`src/rtl/pzcorebus_response_select_tracker.sv`:
```
// pzcorebus_response_select_tracker: records the slave of each non-posted command in issue order and presents the oldest as the response select.
// Optional PZCOREBUS_RESPONSE_SELECT_TRACKER_BYPASS_EN forwards a push into an empty FIFO straight to o_select.
module pzcorebus_response_select_tracker #(
  parameter int SLAVES       = 2,
  parameter int SELECT_WIDTH = (SLAVES > 1) ? $clog2(SLAVES) : 1,
  parameter int DEPTH        = 8,
  parameter int COUNT_WIDTH  = $clog2(DEPTH + 1)
)(
  input  logic                    i_clk,
  input  logic                    i_rst_n,
  input  logic                    i_command_ack,
  input  logic                    i_command_non_posted,
  input  logic [SELECT_WIDTH-1:0] i_command_select,
  output logic                    o_command_enable,
  input  logic                    i_response_ack,
  input  logic                    i_response_last,
  output logic [SELECT_WIDTH-1:0] o_select,
  output logic                    o_select_valid,
  output logic [COUNT_WIDTH-1:0]  o_count,
  output logic                    o_error
);
  localparam int AW = $clog2(DEPTH);
  localparam int PW = AW + 1;
  logic [SELECT_WIDTH-1:0] mem_q [DEPTH];
  logic [PW-1:0]           wptr_q, wptr_d, rptr_q, rptr_d;
  logic [COUNT_WIDTH-1:0]  count_q, count_d;
  logic                    error_q, error_d;
  logic                    empty, full, push, pop, do_push, do_pop, pop_err, push_err;
  assign empty    = wptr_q == rptr_q;
  assign full     = (wptr_q[AW] != rptr_q[AW]) && (wptr_q[AW-1:0] == rptr_q[AW-1:0]);
  assign push     = i_command_ack && i_command_non_posted;
  assign pop      = i_response_ack && i_response_last;
  assign push_err = push && full && !pop;
  assign do_pop   = pop && !empty;
`ifdef PZCOREBUS_RESPONSE_SELECT_TRACKER_BYPASS_EN
  logic bypass;
  assign bypass         = empty && push;
  // a bypassed entry retired in the same cycle never touches the FIFO
  assign do_push        = push && !push_err && !(bypass && pop);
  assign pop_err        = pop && empty && !push;
  assign o_select       = bypass ? i_command_select : mem_q[rptr_q[AW-1:0]];
  assign o_select_valid = !empty || push;
`else
  assign do_push        = push && !push_err;
  assign pop_err        = pop && empty;
  assign o_select       = mem_q[rptr_q[AW-1:0]];
  assign o_select_valid = !empty;
`endif
  assign o_command_enable = !full;
  assign o_count          = count_q;
  assign o_error          = error_q;
  always_comb begin
    wptr_d  = do_push ? wptr_q + PW'(1) : wptr_q;
    rptr_d  = do_pop ? rptr_q + PW'(1) : rptr_q;
    count_d = (do_push && !do_pop) ? count_q + COUNT_WIDTH'(1) :
              (do_pop && !do_push) ? count_q - COUNT_WIDTH'(1) : count_q;
    error_d = error_q || pop_err || push_err;
  end
  always_ff @(posedge i_clk or negedge i_rst_n) begin
    if (!i_rst_n) begin
      wptr_q  <= '0;
      rptr_q  <= '0;
      count_q <= '0;
      error_q <= 1'b0;
    end else begin
      wptr_q  <= wptr_d;
      rptr_q  <= rptr_d;
      count_q <= count_d;
      error_q <= error_d;
    end
  end
  always_ff @(posedge i_clk or negedge i_rst_n) begin
    if (!i_rst_n) begin
      for (int i = 0; i < DEPTH; i++) mem_q[i] <= '0;
    end else if (do_push) begin
      mem_q[wptr_q[AW-1:0]] <= i_command_select;
    end
  end
endmodule

```
`config.mk`:
```
export PLATFORM = sky130hd
export DESIGN_NAME = pzcorebus_response_select_tracker
export DESIGN_NICKNAME = d
export VERILOG_FILES = /design/src/rtl/pzcorebus_response_select_tracker.sv
export SDC_FILE = /design/constraint.sdc
export NUM_CORES = 1
export LEC_CHECK = 0
export ABC_AREA = 1
export BUFFER_PORTS_ARGS = -buffer_cell sky130_fd_sc_hd__buf_4
export CAP_MARGIN = 10
export CORE_AREA = 2 2 52 66
export DETAILED_ROUTE_END_ITERATION = 7
export DIE_AREA = 0 0 54 68
export PLACE_DENSITY = 0.63
export RECOVER_POWER = 100
export SYNTH_ARGS = -nofsm -noshare
export SYNTH_HDL_FRONTEND = slang
export SYNTH_SLANG_ARGS = --single-unit
```
`constraint.sdc`:
```
create_clock -name i_clk -period 6.65 [get_ports i_clk]
set_input_delay 1.33 -clock i_clk [delete_from_list [all_inputs] [get_ports i_clk]]
set_output_delay 1.33 -clock i_clk [all_outputs]
set_load 0.05 [all_outputs]
```
; ---- Yosys cells after proc, flatten, opt, wreduce, memory -nomap -nowiden
; Index checks and enable logic that the tools add are counted.
; Widths: inputs -> output; s select.
[word_totals]
reg_bits = 21
in_bits = 7
word_cells = 52
[op_classes]
addsub = 4
magnitude_cmp = 3
eq_ne = 3
mux = 8
n_bitwise = 2
n_reduce_logical = 20
[op_table]
columns = cell, count
row1 = $add 4x1->4 const B, 3
row2 = $logic_and 1x1->1, 11
row3 = $bwmux 8, 1
row4 = $ge 4x4->1 const B, 2
row5 = $mux 4, 2
row6 = $not 3->4, 2
row7 = $logic_not 1->1, 6
row8 = $eq 4x4->1, 1
row9 = $lt 4x1->1 const B, 1
row10 = $sub 4x1->4 const B, 1
row11 = $bmux 1 s3, 1
row12 = $demux 1 s3, 1
row13 = $eq 3x3->1, 1
row14 = $mux 1, 3
row15 = $logic_or 1x1->1, 2
row16 = $reduce_bool 2->1, 1
row17 = $ne 1x1->1, 1

; ---- Longest topological paths before layout
[depth]
word_depth = 10
mapped_depth = 17
depth_no_buf = 16

; ---- Worst setup path after synthesis
; Ideal clock, no wire load.
[synth_timing]
path_kind = input to register
startpoint = in i_response_ack
endpoint = reg count_q[3], in the netlist o_count[3]
setup_ns = 0.121
t_arrival_ns = 3.136
setup_slack_ns = 3.393
path_stages = 15
path_cell_list = nand2_1 > inv_1 > nor2_1 > nand4_4 > nand2_4 > inv_2 > ha_1 > inv_1 > ha_1 > a21oi_1 > nand2_1 > a21oi_1 > o21ai_0 > nand2_1 > nand2_1
[synth_between]
elab_chain_len = 8
word_cells_on_any_way = 12
[synth_lines]
columns = element, line
row1 = from (decl), 15  ; input logic i_response_ack,
row2 = $logic_and 1x1->1 *, 32  ; assign pop = i_response_ack && i_response_last;
row3 = $logic_not 1->1 *, 33  ; assign push_err = push && full && !pop;
row4 = $logic_and 1x1->1 *, 33
row5 = $logic_not 1->1 *, 44  ; assign do_push = push && !push_err;
row6 = $logic_and 1x1->1 *, 44
row7 = via do_push, 28  ; logic empty, full, push, pop, do_push, do_pop, pop_err, push_err;
row8 = $logic_not 1->1, 56  ; (do_pop && !do_push) ? count_q - COUNT_WIDTH'(1) : count_q;
row9 = $logic_and 1x1->1, 56
row10 = $reduce_bool 2->1 (no source line), -
row11 = to (signal assigned), 68  ; count_q <= count_d;
row12 = to (decl), 26  ; logic [COUNT_WIDTH-1:0] count_q, count_d;
; Mark *: on every way through the listed nets, which the timed path passes. The rest lies on a longest branch.
; A chain may end at the register's enable or synchronous reset.

; ---- Final worst setup path
; Same ends and word-level chain as after synthesis.

==> flow_summary_export.csv <==
group,metric,value,unit
hold_path,worstHoldStart,"mem_q[5]",
worst_setup_path,r2r-start,"wptr_q[0]",
logic_synthesis,async_reset_ff_share,100,%
global_route,grt_pass1_vias,1033,
clocking,insertion_delay,260,ps
die,fp.dieW,54,µm
logic_synthesis,synth_area,1310,µm²
sta,worst_pin_slew,1120,ps
place,dp_slack,2920,ps
logic_synthesis,synth_edf_count,0,
detailed_routing,wl_per_cell,12.9,µm
sta,finalSetupViolCount,0,
detailed_routing,drt-total-wl,2.58,mm
logic_synthesis,ys_seq_area_share,40.2,%
die,core-area,3110,µm²
logic_synthesis,syn-instance-count,152,
die,dieArea,3670,µm²
sta,setup_tns,0,ps
logic_synthesis,ys.flop_type,"dfrtp_1",
power_and_ir_drop,vdd_drop_max,0.000295,V
clocking,cts.hold.buffers_added,0,
place,dp_hpwl,1.99,mm
sta,max_freq,250,MHz
logic_synthesis,avgSynthCellArea,8.61,µm²
power_and_ir_drop,power_density,507,nW/µm²
die,die_h,68,µm
logic_synthesis,synthDistinctLibCells,31,
run_status,status,"finished clean",
clocking,cts_setup_buffers,0,
logic_synthesis,synthTopCellsByArea,"dfrtp_1, nand2_1, nand3_1",
place,gp_congestion,0.842,
layout,drive_above_1_share,11.6,%
worst_setup_path,required,6810,ps
place,io_buffers,14,
detailed_routing,vias,1045,
sta,finClkSkew,8.62,ps
layout,final_cell_area,1420,µm²
detailed_routing,drc,0,
worst_setup_path,worst_path_max_delay_cell,"nand4_1",
worst_setup_path,path_class,"primary input to flop",
power_and_ir_drop,p_leak,0.688,nW
clocking,cts_buffers,3,
worst_setup_path,r2r_end,"o_count[3]",
clocking,cts_sinks,21,
global_route,grt_max_degree,22,
worst_setup_path,cp_max_fo,19,
worst_setup_path,end_kind,"flop",
clocking,cts-resized-gates,0,
clocking,cts_tree,"built",
clocking,clk_pin_slew,80,ps
sta,fin_crit,4010,ps
worst_setup_path,critPathMostFrequentCell,"nand2_1",
logic_synthesis,synth.most_common_cell,"nand2_1",
sta,hold_viol_final,0,
layout,antennaDiodeCount,0,
die,initial_core_util,42.1,%
sta,period_share,60.2,%
job,cap_violations,0,
layout,syn2layout_area_growth,8.13,%
worst_setup_path,reg2reg_depth,16,
global_route,grt_overflow_total,0,
clocking,clock-root-buffer,"clkbuf_8",
detailed_routing,vias_per_cell,5.20,
die,ios,15,
logic_synthesis,synthesis.nets,165,
worst_setup_path,start_kind,"primary input",
logic_synthesis,ys_top_cells_by_count,"nand2_1, dfrtp_1, nand3_1",
logic_synthesis,yosysTopAreaCell,"dfrtp_1",
worst_setup_path,crit_arrival,4160,ps
detailed_routing,drtIter0Drc,13,
detailed_routing,drt_pre_antenna_iters,4,
layout,fin_nets,178,
worst_setup_path,cp.buffers_inverters,4,
die,rows,23,
place,place_area,1420,µm²
hold_path,hold_path_class,"flop to flop",
worst_setup_path,crit_chain,"clkbuf_4 > nand2_1 > inv_1 > nor2_1 > nand4_1 > nand2_1 > inv_1 > ha_1 > inv_1 > ha_1 > a21oi_1 > nand2_1 > a21oi_1 > o21ai_0 > nand2_1 > nand2_1",
sta,max_slew_margin,25.4,%
clocking,clk_path_buf_depth,2,
sta,worst_slack,2640,ps
logic_synthesis,ys_seq_elements,21,
sta,finalMaxSlewViolations,0,
global_route,antenna_found_initial,0,
global_route,grt.total_usage,16.6,%
hold_path,hold_depth,2,
detailed_routing,ant_nets,0,
logic_synthesis,synth_top_cell_area_share,40.2,%
sta,rsz0062_at_grt,"false",
worst_setup_path,cpLargestDelayFamily,"simple AND/OR/NAND/NOR gates",
layout,finish.utilization,45.5,%
global_route,grt_pass1_wl,4.39,mm
logic_synthesis,synth-warning-count,0,
worst_setup_path,ff2ff_setup_slack,3060,ps
hold_path,holdPathEnd,"mem_q[5]",
clocking,h-tree-depth,1,
worst_setup_path,max_stage_delay,630,ps
tightest hold or removal path: cells and delay by family, from the launching register on:
kind	cells	cell delay, ps
DFF	1	360
and+or+nand+nor	2	90
per-layer routing:
| layer | global-route usage [%] | up-vias | wire length [µm] |
|---|---|---|---|
| met1 | 17.8 | 495 | 1090 |
| met4 | 8.75 | 0 | 40 |
| met2 | 30.8 | 13 | 1400 |
| li1 | - | 533 | - |
| met3 | 1.97 | 4 | 55 |
| met5 | 0 | - | 0 |
sequential cells by signal, summed over array words and instances, names as in the netlist:
name	count
mem_q	8
o_count	4
rptr_q	4
wptr_q	4
o_error	1
where the power goes:
group / switching (mW) / internal (mW)
sequential: 0.0727 / 0.182
combinational: 0.242 / 0.136
clock: 0.0407 / 0.0427
total: 0.356 / 0.361
placed cells by master, fill, tap and decap left out, drive strengths merged:
cell	n
nand3	15
o21ai	8
nand4	9
nor2	6
o211ai	2
clkbuf	12
xnor2	7
clkinv	1
fa	1
nor3	7
dfrtp	21
inv	11
nand2	44
mux2	2
a21oi	2
xor2	2
ha	5
nand3b	1
buf	6
o22ai	2
cell families after synthesis:
logic type	count (synthesis)	synth area share, %
compound gates	14	5.93
buf+inv	18	6.40
flops	21	40.2
fa+ha+maj	6	6.31
simple gates	82	32.9
mux	2	1.72
xor+xnor	9	6.60
layout make-up:
class | instances | area [µm²]
multi-input combinational | 113 | 674
fill | 321 | 1690
inverter | 12 | 45.0
tap | 37 | 46.3
timing repair buffer | 14 | 78.8
sequential | 21 | 526
clock buffer | 4 | 45.0
worst max-delay path by stage:
stage / start / cells past startpoint / endpoint
floorplan: i_response_ack / 15 / o_count[3]
global placement: i_response_ack / 16 / o_count[3]
detailed placement: i_response_ack / 16 / o_count[3]
CTS: i_response_ack / 16 / o_count[3]
global route: i_response_ack / 16 / o_count[3]
finish: i_response_ack / 16 / o_count[3]
metrics by stage:
stage	std cells	total power, mW	hold slack (ps)
finish	201	0.717	482
global route	201	0.775	503
CTS	201	0.751	482
detailed placement	197	0.666	463
global placement	197	0.655	459
floorplan	152	0.572	437
Power figures use the tool's default switching activity.
